<file path="src/rtl/imm_pkg.sv">
// rtl/imm_pkg.sv - format codes, field geometry and fit helpers for the immediate field encoder
package imm_pkg;

   typedef enum logic [1:0] {
      FMT_B    = 2'b00,
      FMT_RSVD = 2'b01,
      FMT_CB   = 2'b10,
      FMT_D    = 2'b11
   } fmt_e;

   localparam int W_D  = 9;
   localparam int W_CB = 19;
   localparam int W_B  = 26;

   localparam int LSB_D  = 12;
   localparam int LSB_CB = 5;
   localparam int LSB_B  = 0;

   // Field width selected by a format code; the reserved code never uses its result.
   function automatic int field_width(input logic [1:0] fmt);
      case (fmt)
         FMT_D:   return W_D;
         FMT_CB:  return W_CB;
         default: return W_B;
      endcase
   endfunction

   // Fits in a signed field of w bits iff imm[63:w-1] is all copies of the sign bit.
   function automatic logic field_fits(input logic [63:0] imm, input int w);
      logic ok;
      ok = 1'b1;
      for (int i = 0; i < 64; i++) begin
         if (i >= w - 1 && imm[i] != imm[63]) ok = 1'b0;
      end
      return ok;
   endfunction

endpackage

</file>
<file path="src/rtl/imm_field_encoder_if.sv">
// rtl/imm_field_encoder_if.sv - input/output handshake bundle for the immediate field encoder
interface imm_field_encoder_if;
   logic        in_valid;
   logic        in_ready;
   logic [1:0]  in_fmt;
   logic [31:0] in_base;
   logic [63:0] in_imm;
   logic        out_valid;
   logic        out_ready;
   logic [31:0] out_instr;
   logic        out_range_err;
   logic        out_fmt_err;

   modport master (
      output in_valid, in_fmt, in_base, in_imm, out_ready,
      input  in_ready, out_valid, out_instr, out_range_err, out_fmt_err
   );

   modport slave (
      input  in_valid, in_fmt, in_base, in_imm, out_ready,
      output in_ready, out_valid, out_instr, out_range_err, out_fmt_err
   );
endinterface

</file>
<file path="src/rtl/imm_field_pack.sv">
// rtl/imm_field_pack.sv - combinational field packer; IMM_SATURATE_EN selects clamping over truncation
module imm_field_pack
   import imm_pkg::*;
(
   input  logic [1:0]  fmt,
   input  logic [31:0] base,
   input  logic [63:0] imm,
   input  logic        fit,
   output logic [31:0] instr,
   output logic        range_err,
   output logic        fmt_err
);

   logic [W_D-1:0]  f_d;
   logic [W_CB-1:0] f_cb;
   logic [W_B-1:0]  f_b;

   // Upper immediate bits only matter through the precomputed fit flag.
   logic unused_imm_hi;
   assign unused_imm_hi = ^imm[63:W_B];

`ifdef IMM_SATURATE_EN
   assign f_d  = fit ? imm[W_D-1:0]
               : (imm[63] ? {1'b1, {(W_D-1){1'b0}}}  : {1'b0, {(W_D-1){1'b1}}});
   assign f_cb = fit ? imm[W_CB-1:0]
               : (imm[63] ? {1'b1, {(W_CB-1){1'b0}}} : {1'b0, {(W_CB-1){1'b1}}});
   assign f_b  = fit ? imm[W_B-1:0]
               : (imm[63] ? {1'b1, {(W_B-1){1'b0}}}  : {1'b0, {(W_B-1){1'b1}}});
`else
   assign f_d  = imm[W_D-1:0];
   assign f_cb = imm[W_CB-1:0];
   assign f_b  = imm[W_B-1:0];
`endif

   // Splice the field into the base word and force the format bits; reserved code passes base through.
   always_comb begin
      instr     = base;
      range_err = 1'b0;
      fmt_err   = 1'b0;
      case (fmt)
         FMT_D: begin
            instr     = {FMT_D, base[29:LSB_D+W_D], f_d, base[LSB_D-1:0]};
            range_err = !fit;
         end
         FMT_CB: begin
            instr     = {FMT_CB, base[29:LSB_CB+W_CB], f_cb, base[LSB_CB-1:0]};
            range_err = !fit;
         end
         FMT_B: begin
            instr     = {FMT_B, base[29:LSB_B+W_B], f_b};
            range_err = !fit;
         end
         default: begin
            fmt_err = 1'b1;
         end
      endcase
   end

endmodule

</file>
<file path="src/rtl/imm_field_encoder.sv">
// rtl/imm_field_encoder.sv - two-stage immediate field encoder with error counter (IMM_SATURATE_EN clamps overflow)
module imm_field_encoder
   import imm_pkg::*;
#(
   parameter int ERR_CNT_W = 16
)
(
   input  logic                 clock,
   input  logic                 reset_n,
   imm_field_encoder_if.slave   bus,
   output logic [ERR_CNT_W-1:0] err_count
);

   logic        s1_valid;
   logic [1:0]  s1_fmt;
   logic [31:0] s1_base;
   logic [63:0] s1_imm;
   logic        s1_fit;

   logic        s2_valid;
   logic [31:0] s2_instr;
   logic        s2_range_err;
   logic        s2_fmt_err;

   logic [ERR_CNT_W-1:0] err_cnt;

   logic        s1_adv;
   logic        s2_adv;
   logic        in_fit;
   logic [31:0] pk_instr;
   logic        pk_range_err;
   logic        pk_fmt_err;

   assign s2_adv      = !s2_valid || bus.out_ready;
   assign s1_adv      = !s1_valid || s2_adv;
   assign bus.in_ready = s1_adv;

   assign in_fit = field_fits(bus.in_imm, field_width(bus.in_fmt));

   // Stage 1: capture the beat and its fit flag whenever the stage can advance.
   always_ff @(posedge clock or negedge reset_n) begin
      if (!reset_n) begin
         s1_valid <= 1'b0;
         s1_fmt   <= 2'b00;
         s1_base  <= 32'h0;
         s1_imm   <= 64'h0;
         s1_fit   <= 1'b0;
      end else if (s1_adv) begin
         s1_valid <= bus.in_valid;
         if (bus.in_valid) begin
            s1_fmt  <= bus.in_fmt;
            s1_base <= bus.in_base;
            s1_imm  <= bus.in_imm;
            s1_fit  <= in_fit;
         end
      end
   end

   imm_field_pack u_pack (
      .fmt       (s1_fmt),
      .base      (s1_base),
      .imm       (s1_imm),
      .fit       (s1_fit),
      .instr     (pk_instr),
      .range_err (pk_range_err),
      .fmt_err   (pk_fmt_err)
   );

   // Stage 2: register the packed word and flags; held while downstream stalls.
   always_ff @(posedge clock or negedge reset_n) begin
      if (!reset_n) begin
         s2_valid     <= 1'b0;
         s2_instr     <= 32'h0;
         s2_range_err <= 1'b0;
         s2_fmt_err   <= 1'b0;
      end else if (s2_adv) begin
         s2_valid <= s1_valid;
         if (s1_valid) begin
            s2_instr     <= pk_instr;
            s2_range_err <= pk_range_err;
            s2_fmt_err   <= pk_fmt_err;
         end
      end
   end

   // Count erroring beats as they leave, stopping at all-ones.
   always_ff @(posedge clock or negedge reset_n) begin
      if (!reset_n) begin
         err_cnt <= '0;
      end else if (s2_valid && bus.out_ready && (s2_range_err || s2_fmt_err)
                   && (err_cnt != {ERR_CNT_W{1'b1}})) begin
         err_cnt <= err_cnt + 1'b1;
      end
   end

   assign bus.out_valid     = s2_valid;
   assign bus.out_instr     = s2_instr;
   assign bus.out_range_err = s2_range_err;
   assign bus.out_fmt_err   = s2_fmt_err;
   assign err_count         = err_cnt;

endmodule

</file>
<file path="src/flat_wrapper.sv">
// flat-port wrapper written by rule: the top's interface ports become plain ports
module imm_field_encoder_flat import imm_pkg::*;
#(
   parameter int ERR_CNT_W = 16
)
  (clock, reset_n, err_count, bus_in_valid, bus_in_fmt, bus_in_base, bus_in_imm, bus_out_ready, bus_in_ready, bus_out_valid, bus_out_instr, bus_out_range_err, bus_out_fmt_err);
  imm_field_encoder_if bus_i ();
  input  logic clock;
  input  logic reset_n;
  output logic [ERR_CNT_W-1:0] err_count;
  input wire logic [$bits(bus_i.in_valid)-1:0] bus_in_valid;
  input wire logic [$bits(bus_i.in_fmt)-1:0] bus_in_fmt;
  input wire logic [$bits(bus_i.in_base)-1:0] bus_in_base;
  input wire logic [$bits(bus_i.in_imm)-1:0] bus_in_imm;
  input wire logic [$bits(bus_i.out_ready)-1:0] bus_out_ready;
  output wire logic [$bits(bus_i.in_ready)-1:0] bus_in_ready;
  output wire logic [$bits(bus_i.out_valid)-1:0] bus_out_valid;
  output wire logic [$bits(bus_i.out_instr)-1:0] bus_out_instr;
  output wire logic [$bits(bus_i.out_range_err)-1:0] bus_out_range_err;
  output wire logic [$bits(bus_i.out_fmt_err)-1:0] bus_out_fmt_err;
  assign bus_i.in_valid = bus_in_valid;
  assign bus_i.in_fmt = bus_in_fmt;
  assign bus_i.in_base = bus_in_base;
  assign bus_i.in_imm = bus_in_imm;
  assign bus_i.out_ready = bus_out_ready;
  assign bus_in_ready = bus_i.in_ready;
  assign bus_out_valid = bus_i.out_valid;
  assign bus_out_instr = bus_i.out_instr;
  assign bus_out_range_err = bus_i.out_range_err;
  assign bus_out_fmt_err = bus_i.out_fmt_err;
  imm_field_encoder #(.ERR_CNT_W(ERR_CNT_W)) u_core (.clock(clock), .reset_n(reset_n), .bus(bus_i), .err_count(err_count));
endmodule
</file>
<file path="config.mk">
export PLATFORM = sky130hd
export DESIGN_NAME = imm_field_encoder_flat
export DESIGN_NICKNAME = d
export VERILOG_FILES = /design/src/rtl/imm_pkg.sv /design/src/rtl/imm_field_encoder_if.sv /design/src/rtl/imm_field_pack.sv /design/src/rtl/imm_field_encoder.sv /design/src/flat_wrapper.sv
export SDC_FILE = /design/constraint.sdc
export NUM_CORES = 1
export LEC_CHECK = 0
export ABC_AREA = 1
export CAP_MARGIN = 20
export CORE_MARGIN = 2
export CORE_UTILIZATION = 35
export CTS_BUF_LIST = sky130_fd_sc_hd__clkbuf_4
export DETAILED_ROUTE_END_ITERATION = 6
export PLACE_DENSITY = 0.65
export SETUP_SLACK_MARGIN = 0.15
export SYNTH_ARGS = -nofsm -noshare
export SYNTH_HDL_FRONTEND = slang
export SYNTH_SLANG_ARGS = --single-unit
export TNS_END_PERCENT = 5
</file>
<file path="constraint.sdc">
create_clock -name clock -period 1.9 [get_ports clock]
set_input_delay 0.57 -clock clock [delete_from_list [all_inputs] [get_ports clock]]
set_output_delay 0.57 -clock clock [all_outputs]
set_load 0.005 [all_outputs]
</file>
==> summary.txt <==
Hold path start = u_core.s1_base[28]
Most frequent cell after synthesis = nand2_1
Mapped Cells = 666
Post-Syn Area = 5650 µm²
Register share of total power = 44.2%
CP peak stage delay = 0.43 ns
R2R depth = 12
Worst-Margin Slew = 0.417 ns
First-pass GRT wire length = 24600 µm
Async set-reset flop share out of synthesis = 100%
Startpoint types = flip-flop
Critical Path Sink Type = primary output
Fin crit period = 1.76 ns
Main area contributors after synthesis = dfrtp_1, nand2_1, mux2_2, nor2_1, inv_1
Largest net degree at the start of global routing = 41
RSZ-0062 raised after global routing = yes
Slowest CP cell = dfrtp_1
Top delay family on crit path = flip-flops
TNS Setup = 0 ns
Crit path cell chain = dlygate4sd2_1
Hold Crit Class = flip-flop to flip-flop
Crit Path Category = flip-flop to primary output
Reg2reg setup slack = 0.26 ns
Clock Skews = 0.0156 ns
Endpoints failing hold = 0
Worst vdd ir = 0.000341 V
Routed WL = 14900 µm
Max Fclk = 0.567 GHz
Maxcap violations = 0
Initial DRT Pass Iterations = 4
Clock tree from TritonCTS = done
PwrDens = 939 nW/µm²
Number of flops mapped to enable cells by yosys = 0
Row cnt = 46
Multi-input combinational cell area = 2410 µm²
Clk slew on worst S/H paths = 0.11 ns
Total Power = 0.00749 W
RePlAce Congestion = 0.845
Synth top cells by count = nand2_1, dfrtp_1, nor2_1, inv_1, a21oi_1
Hpwl dp = 11400 µm
DR iter-0 viols = 290
Flops & latches, synth = 113
Clk pwr share = 20.2%
RR Startpoint = u_core.err_count[0]
Wire length per cell = 13.6 µm
# port buffers = 153
Psw = 0.00249 W
Number of H-tree levels = 4
CP bufs+invs = 1
CTS Sinks = 113
Cell variety after synth = 33
GR Overflow Total = 0
Via/cell ratio = 4.64
Status = completed
Core area = 15800 µm²
Critical Path Sink = err_count[12]
N_diodes = 0
Syn Nets = 773
Setup-failing EPs final = 0
Post-route ant nets = 0
Residual DRC = 0
Final Cycle Share = 92.9%
DIE AREA = 17200 µm²
Final nets = 973
Initial antenna violation count = 1
Syn_area_per_cell = 8.48 µm²
Register Area = 2830 µm²
CP Max Fanout = 3
I/O pin total = 154
Sequential fraction of the synthesis area = 50.0%
Die Span X = 131 µm
Vias = 5071
Die H = 131 µm
Area grow syn2layout = 41.1%
Clock Tree Root = clkbuf_4
GRT Overall Usage = 18.6%
Layout cells sized above 1 = 17.8%
R2R Path End = u_core.err_count[12]
Max-slew headroom = 72.0%
Total CTS buffers = 17
Share of Yosys cell area claimed by the top area cell type = 50.0%
Worst-skew pair later-pin latency = 0.50 ns
Worst Path Arrival = 1.19 ns
Critical path launch point = u_core.err_count[12]
Gate power share = 35.6%
CP required = 1.33 ns
Leak pwr = 3.70 nW
Int Pwr = 0.00499 W
Starting density of the core = 35.7%
Fillcell total = 1569
Worst path depth = 1
Top_reg_cell synth = dfrtp_1
Syn. warnings = 0
Number of global-route vias before repair = 5097
Clock Path Buffers = 2
Slew Viols, Final = 0
Post-synth top area cell = dfrtp_1
Sw frac = 33.3%
[what timing repair did]
item	in CTS	in global routing
hold endpoints to repair	27	0
resized for setup	66	4
setup endpoints to repair	52	69
hold buffers	1	0
gates cloned	0	0
pin swaps	1	1
buffers inserted	26	2
[per-layer routing]
metal  vias up  share of wire [%]  GRT usage, %  wire length [µm]
met5         -              0.067             0                10
met4         2                1.0          4.26               153
met3        14                7.1          5.36              1050
met2       153                 49          32.4              7240
met1      2330                 43          22.7              6440
li1       2572                  -             -                 -
[state kept, by name, indices dropped and copies added, names as in the netlist]
signal,cells
u_core.s1_base,32
u_core.s1_fmt,2
u_core.bus.out_valid,1
u_core.s1_imm,26
u_core.s1_fit,1
u_core.bus.out_range_err,1
u_core.s1_valid,1
u_core.bus.out_instr,32
u_core.bus.out_fmt_err,1
u_core.err_count,16
[power by group through the flow]
| stage | Clock [W] | Sequential, W | Combinational, W |
|---|---|---|---|
| 2_1_floorplan | 0 | 0.00339 | 0.00114 |
| 3_3_place_gp | 0 | 0.00344 | 0.00254 |
| 3_5_place_dp | 0 | 0.00346 | 0.00257 |
| 4_1_cts | 0.00157 | 0.00331 | 0.00268 |
| 5_1_grt | 0.00168 | 0.00339 | 0.00300 |
| 6_report | 0.00151 | 0.00331 | 0.00266 |
[worst min path at each step]
stage                                    end  slack [ns]  cells past startpoint
finish              u_core.bus.out_instr[28]        0.48                      2
global route            u_core.bus.out_valid        0.48                      4
CTS                     u_core.bus.out_valid        0.46                      4
detailed placement  u_core.bus.out_instr[28]        0.46                      2
global placement    u_core.bus.out_instr[28]        0.45                      2
floorplan             u_core.bus.out_fmt_err        0.27                      0
[cell usage in the layout, fill, tap and decap left out, types with 6 or more instances in the layout]
cell and instances:
dfrtp_1 110, inv_1 65, nor2_1 68, nand3_1 17, buf_4 49, a31oi_1 6, nand2_1 160, nor3_1 12
o211ai_1 7, xor2_1 6, o21ai_0 37, nand2_2 10, mux2_2 30, dlygate4sd2_1 50, clkbuf_4 18, clkdlybuf4s50_1 99
o21ai_2 8, a21oi_1 44, nand4_1 12
[cells by family after synthesis]
| logic type | share of synthesized area, % |
|---|---|
| buf+inv | 7.62 |
| compound gates | 11.5 |
| fa+ha+maj | 1.11 |
| mux | 5.98 |
| flops | 50.0 |
| simple gates | 22.2 |
| xor+xnor | 1.55 |
[final cells by class]
cell class	count	share of cell area, %
well taps	216	3.39
clock inverters	12	1.21
multi-input cells	454	30.3
inverters	71	3.34
flip-flops and latches	113	35.5
clock buffers	18	1.70
repair buffers	209	24.5
[through the flow]
| stage | cell area [µm²] | setup WS, ns | utilization [%] | std cells | hold slack (ns) |
|---|---|---|---|---|---|
| after floorplan | 5650 | 0.287 | - | 666 | 0.274 |
| after global placement | 7560 | -0.407 | 47.8 | 1034 | 0.449 |
| after detailed placement | 7560 | -0.411 | 47.8 | 1034 | 0.460 |
| after CTS | 7950 | 0.0691 | 50.2 | 1091 | 0.462 |
| after global routing | 7970 | 0.0358 | 50.4 | 1093 | 0.477 |
| final | 7970 | 0.135 | 50.4 | 1093 | 0.481 |
Note: power is estimated with default switching activity, not from simulation.
